### src/rtl/dm_access_master_pkg.sv
// Shared definitions for the data-memory access initiator.
//   SIZE_B / SIZE_H / SIZE_W : request size encodings (2'b11 is illegal)
//   dm_state_e               : FSM state encoding S_IDLE/S_RD/S_WR/S_RESP
//   DM_WORDS_DEFAULT         : default memory depth in words
//   is_misaligned()          : alignment check on size and the low address bits
package dm_access_master_pkg;

  localparam logic [1:0] SIZE_B = 2'b00;
  localparam logic [1:0] SIZE_H = 2'b01;
  localparam logic [1:0] SIZE_W = 2'b10;

  localparam int DM_WORDS_DEFAULT = 3072;

  typedef enum logic [1:0] {
    S_IDLE = 2'd0,
    S_RD   = 2'd1,
    S_WR   = 2'd2,
    S_RESP = 2'd3
  } dm_state_e;

  // The illegal size 2'b11 is folded into the alignment fault so that it
  // raises AdEL/AdES without needing its own exception path.
  function automatic logic is_misaligned(input logic [1:0] size,
                                         input logic [1:0] low);
    logic bad;
    case (size)
      SIZE_B:  bad = 1'b0;
      SIZE_H:  bad = low[0];
      SIZE_W:  bad = (low != 2'b00);
      default: bad = 1'b1;
    endcase
    return bad;
  endfunction

endpackage

### src/rtl/dm_lane_unit.sv
// Byte-lane helper for the data-memory access initiator. Purely combinational.
//   buffer      : word read from memory (or passed straight through on a load)
//   wdata       : store data, meaningful bits in the low lanes
//   size        : SIZE_B / SIZE_H / SIZE_W
//   is_unsigned : zero-extend instead of sign-extend on extraction
//   lane        : addr[1:0] of the access
//   merged      : buffer with the selected lane replaced by wdata (store path)
//   extracted   : selected lane of buffer, extended to 32 bits (load path)
module dm_lane_unit
  import dm_access_master_pkg::*;
(
  input  logic [31:0] buffer,
  input  logic [31:0] wdata,
  input  logic [1:0]  size,
  input  logic        is_unsigned,
  input  logic [1:0]  lane,
  output logic [31:0] merged,
  output logic [31:0] extracted
);

  logic [7:0]  byte_sel;
  logic [15:0] half_sel;

  // Store merge: memory has no byte enables, so the untouched lanes come
  // from the word read in the RD phase.
  always_comb begin
    merged = buffer;
    case (size)
      SIZE_B: begin
        case (lane)
          2'd0:    merged[7:0]   = wdata[7:0];
          2'd1:    merged[15:8]  = wdata[7:0];
          2'd2:    merged[23:16] = wdata[7:0];
          default: merged[31:24] = wdata[7:0];
        endcase
      end
      SIZE_H: begin
        if (lane[1]) merged[31:16] = wdata[15:0];
        else         merged[15:0]  = wdata[15:0];
      end
      default: merged = wdata;
    endcase
  end

  // Load extraction.
  always_comb begin
    case (lane)
      2'd0:    byte_sel = buffer[7:0];
      2'd1:    byte_sel = buffer[15:8];
      2'd2:    byte_sel = buffer[23:16];
      default: byte_sel = buffer[31:24];
    endcase
    half_sel = lane[1] ? buffer[31:16] : buffer[15:0];
    case (size)
      SIZE_B:  extracted = is_unsigned ? {24'h000000, byte_sel}
                                       : {{24{byte_sel[7]}}, byte_sel};
      SIZE_H:  extracted = is_unsigned ? {16'h0000, half_sel}
                                       : {{16{half_sel[15]}}, half_sel};
      default: extracted = buffer;
    endcase
  end

endmodule

### src/rtl/dm_access_master.sv
// Initiator side of the word-wide data-memory interface, between the MEM
// pipeline stage and DM. Performs alignment/range checks, word-only memory
// accesses (sub-word stores become read-modify-write), and returns load data
// or an address exception through a one-cycle response pulse.
//
// Handshake semantics: a request is accepted on a rising edge where
// req_valid and req_ready are both high; req_ready is high only in IDLE. A
// memory access completes on a rising edge where mem_req and mem_ack are both
// high; while mem_ack is low every mem_* output holds its value. resp_valid is
// a single-cycle pulse and resp_rdata/resp_exc_* are zero whenever it is low.
//
// Ports:
//   clk, reset                 clock, synchronous active-high reset
//   req_valid/req_ready        request handshake
//   req_store/size/unsigned    request kind (size 11 faults as misaligned)
//   req_addr/wdata/pc          byte address, store data, instruction PC
//   resp_valid/rdata           completion pulse and extended load data
//   resp_exc_load/store        AdEL / AdES
//   mem_req/we/addr/wdata/pc   word access to DM (mem_pc feeds the DM trace)
//   mem_rdata/mem_ack          combinational read data, access completion
module dm_access_master
  import dm_access_master_pkg::*;
#(
  parameter int DM_WORDS = DM_WORDS_DEFAULT,
  parameter int ADDR_W   = 32
) (
  input  logic              clk,
  input  logic              reset,
  input  logic              req_valid,
  output logic              req_ready,
  input  logic              req_store,
  input  logic [1:0]        req_size,
  input  logic              req_unsigned,
  input  logic [ADDR_W-1:0] req_addr,
  input  logic [31:0]       req_wdata,
  input  logic [31:0]       req_pc,
  output logic              resp_valid,
  output logic [31:0]       resp_rdata,
  output logic              resp_exc_load,
  output logic              resp_exc_store,
  output logic              mem_req,
  output logic              mem_we,
  output logic [ADDR_W-1:0] mem_addr,
  output logic [31:0]       mem_wdata,
  output logic [31:0]       mem_pc,
  input  logic [31:0]       mem_rdata,
  input  logic              mem_ack
);

  dm_state_e state;
  dm_state_e state_next;

  // Fields latched at accept.
  logic              lat_store;
  logic [1:0]        lat_size;
  logic              lat_unsigned;
  logic [ADDR_W-1:0] lat_addr;
  logic [31:0]       lat_wdata;
  logic [31:0]       lat_pc;

  logic [31:0] buffer;
  logic [31:0] lane_word;
  logic [31:0] merged_word;
  logic [31:0] load_word;

  logic [31:0] resp_rdata_q, resp_rdata_d;
  logic        exc_load_q, exc_load_d;
  logic        exc_store_q, exc_store_d;

  logic accept;
  logic out_of_range;
  logic req_fault;

  assign accept       = req_valid && (state == S_IDLE);
  assign out_of_range = ({2'b00, req_addr[ADDR_W-1:2]} >= ADDR_W'(DM_WORDS));
  assign req_fault    = is_misaligned(req_size, req_addr[1:0]) || out_of_range;

  // In RD the load result is registered on the same edge that captures the
  // read word, so extraction looks at mem_rdata directly; in WR the merge
  // works from the captured buffer.
  assign lane_word = (state == S_RD) ? mem_rdata : buffer;

  dm_lane_unit u_lane (
    .buffer      (lane_word),
    .wdata       (lat_wdata),
    .size        (lat_size),
    .is_unsigned (lat_unsigned),
    .lane        (lat_addr[1:0]),
    .merged      (merged_word),
    .extracted   (load_word)
  );

  always_ff @(posedge clk) begin
    if (reset) state <= S_IDLE;
    else       state <= state_next;
  end

  always_comb begin
    state_next   = state;
    req_ready    = 1'b0;
    mem_req      = 1'b0;
    mem_we       = 1'b0;
    mem_wdata    = '0;
    resp_rdata_d = '0;
    exc_load_d   = 1'b0;
    exc_store_d  = 1'b0;
    case (state)
      S_IDLE: begin
        req_ready = 1'b1;
        if (req_valid) begin
          if (req_fault) begin
            state_next  = S_RESP;
            exc_load_d  = ~req_store;
            exc_store_d = req_store;
          end else if (req_store && (req_size == SIZE_W)) begin
            state_next = S_WR;
          end else begin
            // Loads and sub-word stores both start with a read.
            state_next = S_RD;
          end
        end
      end
      S_RD: begin
        mem_req = 1'b1;
        if (mem_ack) begin
          if (lat_store) begin
            state_next = S_WR;
          end else begin
            state_next   = S_RESP;
            resp_rdata_d = load_word;
          end
        end
      end
      S_WR: begin
        mem_req   = 1'b1;
        mem_we    = 1'b1;
        mem_wdata = merged_word;
        if (mem_ack) state_next = S_RESP;
      end
      S_RESP: begin
        state_next = S_IDLE;
      end
      default: begin
        state_next = S_IDLE;
      end
    endcase
  end

  always_ff @(posedge clk) begin
    if (reset) begin
      lat_store    <= 1'b0;
      lat_size     <= 2'b00;
      lat_unsigned <= 1'b0;
      lat_addr     <= '0;
      lat_wdata    <= '0;
      lat_pc       <= '0;
      buffer       <= '0;
      resp_rdata_q <= '0;
      exc_load_q   <= 1'b0;
      exc_store_q  <= 1'b0;
    end else begin
      if (accept) begin
        lat_store    <= req_store;
        lat_size     <= req_size;
        lat_unsigned <= req_unsigned;
        lat_addr     <= req_addr;
        lat_wdata    <= req_wdata;
        lat_pc       <= req_pc;
      end
      if ((state == S_RD) && mem_ack) buffer <= mem_rdata;
      // The *_d values are non-zero only on the edge entering RESP, so these
      // registers are zero outside the response cycle.
      resp_rdata_q <= resp_rdata_d;
      exc_load_q   <= exc_load_d;
      exc_store_q  <= exc_store_d;
    end
  end

  assign resp_valid     = (state == S_RESP);
  assign resp_rdata     = resp_rdata_q;
  assign resp_exc_load  = exc_load_q;
  assign resp_exc_store = exc_store_q;
  assign mem_addr       = {lat_addr[ADDR_W-1:2], 2'b00};
  assign mem_pc         = lat_pc;

endmodule

### config.mk
export PLATFORM = sky130hd
export DESIGN_NAME = dm_access_master
export DESIGN_NICKNAME = d
export VERILOG_FILES = /design/src/rtl/dm_access_master_pkg.sv /design/src/rtl/dm_lane_unit.sv /design/src/rtl/dm_access_master.sv
export SDC_FILE = /design/constraint.sdc
export NUM_CORES = 1
export LEC_CHECK = 0
export CORE_UTILIZATION = 42
export DETAILED_ROUTE_END_ITERATION = 10
export GPL_TIMING_DRIVEN = 0
export HOLD_SLACK_MARGIN = 0.05
export MAX_ROUTING_LAYER = met4
export PLACE_DENSITY_LB_ADDON = 0.2
export SLEW_MARGIN = 10
export SYNTH_ARGS = -nofsm -noshare
export SYNTH_HDL_FRONTEND = slang
export SYNTH_SLANG_ARGS = --single-unit
export TNS_END_PERCENT = 20
### constraint.sdc
create_clock -name clk -period 1.75 [get_ports clk]
set_input_delay 0.35 -clock clk [delete_from_list [all_inputs] [get_ports clk]]
set_output_delay 0.35 -clock clk [all_outputs]
set_load 0.03 [all_outputs]
# == After elaboration in Yosys (flattened, before gate mapping) ==
# Cells that the tools add are included.
# classes
n_lt_le_gt_ge,1
n_eq_ne,11
mux,25
bitwise_logic,6
n_reduce_logical,14
# ops
op,n
two-way mux 32 bit,4
case mux 32 bit (2 select lines),2
two-way mux 16 bit,3
two-way mux 8 bit,4
greater-or-equal comparator 30 x 12 -> 1 bit (second input constant),1
case mux 8 bit (3 select lines),1
two-way mux 2 bit,5
equality test 2 x 1 -> 1 bit (second input constant),4
equality test 2 bit (second input constant),4
zero test 2 bit,4
case mux 2 bit (4 select lines),1
OR reduction 4 bit,2
inequality test 2 bit (second input constant),3
inverter 1 bit,6
two-way mux 1 bit,4
logical AND 1 bit,3
case mux 1 bit (3 select lines),1
AND reduction 3 bit,1
OR reduction 3 bit,1
nonzero test 2 bit,1
OR reduction 2 bit,1
logical OR 1 bit,1
# totals
reg_bits,168
inputBits,136
output_inout_bits,134
elab_cells,68

# == Longest topological paths before layout ==
# logic_depth
depth_word,6
depth_mapped,9
depth_no_buf,6

# == Cells and area by module ==
# Synthesis repeated with hierarchy kept, for this count alone.
# hier_totals
hier_cells,1014
area_unflattened_um2,8207.9
# modules_own_cells
module,n_inst,cells_per_inst,area_per_inst_um2,seq_area_each_um2
dm_access_master,1,787,6562.5,3363.2
dm_lane_unit,1,227,1645.3,0.0

# == Worst setup path before layout ==
# Ideal clock, no wire load.
# synth_path
kind,register to output
startpoint,register state[1]
endpoint,output mem_wdata[27]
arrival_time_ns,2.201
t_required_ns,1.400
setup_slack_ns,-0.801
stages_incl_launch_ff,9
path_buffers,3
cell_sequence,dfxtp_1 inv_1 ha_1 buf_6 buf_6 buf_4 mux2i_1 a221o_1 a21boi_0
# synth_between
elab_chain_cells,5
word_cells_on_any_way,7
cone_classes,2 x eq/ne; 5 x mux
# synth_lines
item,line,rtl
"start, declared",dm_access_master.sv:50,dm_state_e state;
"start signal, assigned",dm_access_master.sv:95,else state <= state_next;
equality test 2 x 1 -> 1 bit,dm_access_master.sv:81,assign lane_word = (state == S_RD) ? mem_rdata : buffer;
two-way mux 32 bit,dm_access_master.sv:81,
two-way mux 16 bit / two-way mux 8 bit (equally long branches),"dm_lane_unit.sv:38, dm_lane_unit.sv:30",
case mux 32 bit (2 select lines),dm_lane_unit.sv:28,case (size)
two-way mux 32 bit *,dm_access_master.sv:107,case (state)
"end, declared",dm_access_master.sv:44,"output logic [31:0] mem_wdata,"
# Mark *: on every way between the ends. The rest lies on a longest branch, timed or not.

# == Worst setup path in the final report ==
# layout_path
startpoint,register state[1]
endpoint,output mem_wdata[17]
# The elaborated chain is that of the path after synthesis.

==> summary.txt <==
Maximum net fanout on the critical path: 7
Number of top-level pins: 270
DR pass1 iterations: 11
Multi-input combinational cell area: 4700 um2
Initial DRC count: 833
Status: finished with violations
Clock Latency Late Sink: 430 ps
Post-synth EDFFs: 0
Post-place setup slack: -1300 ps
Initial core utilization: 43.4%
Clock Sinks: 168
Synthesized area: 7910 um2
P_leak: 5.28 nW
Maximum VDD drop: 833 uV
GRT Util Overall: 32.2%
DRT antenna net count: 0
Crit. End Element: primary output
Routed vias: 8,860
Power per Cell Area: 1370 nW/um2
CTS tree: done
Max Cap Viol: 0
Yosys top cell by area: dfxtp_1
# port buffers: 267
Cell area after placement: 11,100 um2
HP Start: mem_pc[26]
Worst hold path class: flip-flop to flip-flop
RSZ-0062 raised after global routing: true
Failing checks: DRC, setup timing
Gpl congestion: 0.974
H-tree lvl count: 4
Fillers: 1,440
Reg clk slew, reported paths: 70 ps
N_diodes: 0
Worst Tran Pin Value: 669 ps
Largest cells by area after synthesis: dfxtp_1 43%, nand2_1 15%, a21oi_1 11%
Post-route clock period utilization: 147%
Vias in the first global route: 8,447
Layout Utilization: 71.4%
Reg-to-Reg Start: state[1]
Yosys reg bits: 168
Drt drc: 11
Nets@finish: 1,534
Ys Warns: 0
FF+latch area: 3370 um2
Final HPWL DP: 21,400 um
Slew headroom: 55.4%
Fin area: 13,000 um2
First-pass GRT wire length: 46,300 um
Row cnt: 49
Final setup viols: 70
Clk_skew: 11.1 ps
Post-synth cell types: 51
Initial antenna violation count: 0
Crit Path Category: flip-flop to primary output
Routed WL: 30,900 um
Core ar.: 18,200 um2
CP startpoint: state[1]
Final hold slack: 451 ps
Post-layout min period: 2570 ps
DR WL/cell: 18.9 um
Sequential area share after synthesis: 42.5%
Layout area overhead: 64.5%
Avg Cell Area, Syn: 7.61 um2
Total gr overflow: 0
Total CTS buffers: 17
Clock root buffer: clkbuf_16
Largest net degree at the start of global routing: 17
Drt via density: 5.42
Die Span Y: 139 um
Die area: 19,400 um2
WP data arrival: 2220 ps
Share of cells above drive strength 1: 26.7%
Die X: 139 um
Setup TNS: -33,400 ps
Critical Path RT: 1400 ps
Top cells by instance count after synthesis: 307 x nand2_1, 179 x a21oi_1, 168 x dfxtp_1, 65 x clkbuf_1, 39 x nor2_1
F_max: 389 MHz
Synthesized instance count: 1,039
Ys async rst share: 0%
Most used flip-flop cell after synthesis: dfxtp_1
Final WS setup: -820 ps
Hold Fails Final Rpt: 0
Startpoint types: flip-flop
Synth top area share: 42.5%
Worst-case clock buffer depth: 2
Most frequent cell after synthesis: nand2_1
Slew Viols, Final: 0
==> report_power, final <==
group	switching (mW)	internal, mW
combinational	5.10	4.19
sequential	0.403	4.37
clock	1.65	2.12
==> metrics by stage <==
step,cells,total power [mW]
6_report,1636,17.8
2_1_floorplan,1040,9.24
3_3_place_gp,1536,11.7
3_5_place_dp,1536,11.8
5_1_grt,1636,18.6
4_1_cts,1616,17.0
==> path summary, 6_finish.rpt <==
check                                       to  slack, ps  cells after the start
worst max register to register  resp_rdata[21]       -400                     10
worst min register to register      mem_pc[26]        450                      2
worst min-delay path                mem_pc[26]        450                      2
worst max-delay path             mem_wdata[17]       -820                     10
==> cells in the final DEF (no fill, tap or decap), types with 5 or more instances in the layout <==
cell type and instances:
o211ai_1 6, a21boi_4 9, nand2b_1 8, nor3_1 9
clkdlybuf4s50_1 135, and2_1 11, nor2_1 35, o21ai_2 5
nand2_1 307, buf_2 7, dfxtp_1 164, a21oi_2 21
dlymetal6s2s_1 8, buf_4 121, mux2i_4 17, clkbuf_4 9
clkbuf_16 18, o21ai_0 24, a221o_1 8, nor4_1 5
o22ai_1 10, mux2_4 15, a31oi_1 6, o21ai_1 5
dlygate4sd2_1 59, a21oi_1 156, o221ai_2 6, buf_6 51
mux2i_1 8, a221oi_1 7, clkbuf_1 29, clkbuf_2 18
buf_12 8
==> cell families after synthesis <==
logic type | Yosys count | share of synthesized area (%)
buf+inv | 123 | 8.04
simple gates | 401 | 20.6
compound gates | 299 | 22.3
flops | 168 | 42.5
other cells | 1 | 0.0474
mux | 43 | 5.84
fa+ha+maj | 4 | 0.633
==> layer usage <==
| layer | share of wire [%] | GRT usage [%] |
|---|---|---|
| met3 | 9.4 | 7.54 |
| met1 | 37 | 36.5 |
| met4 | 5.4 | 18.2 |
| met5 | 0 | - |
| met2 | 48 | 52.1 |
==> state kept, by name (all words and copies together) (netlist names) <==
register and cells:
lat_store 1, state 2, lat_wdata 32, lat_size 2
mem_pc 32, buffer 32, resp_rdata 32, lat_addr 32
resp_exc_load 1, resp_exc_store 1, lat_unsigned 1
==> critical path: stages, from the launching register on <==
cell      delay (ps)
dfxtp_2          330
inv_2             70
ha_4             220
buf_12           140
buf_12           100
buf_16           110
mux2i_4          330
o21ai_2          130
o311ai_4         120
a21boi_2         100
buf_6            140
==> what timing repair did <==
| action | CTS | global route |
|---|---|---|
| pin swaps | 38 | 31 |
| hold buffers | 0 | 0 |
| endpoints found under the setup margin | 287 | 206 |
| resized for setup | 483 | 84 |
| gates cloned | 2 | 1 |
| setup buffers | 47 | 22 |
==> area by class of cell <==
class | instances | area share (%)
Timing Repair Buffer | 338 | 24.9
Multi-Input combinational cell | 749 | 36.2
Tap cell | 229 | 2.20
Clock buffer | 19 | 3.33
Sequential cell | 168 | 25.9
Buffer | 113 | 6.18
Inverter | 7 | 0.202
Clock inverter | 13 | 1.13
Power figures use the tool's default switching activity.
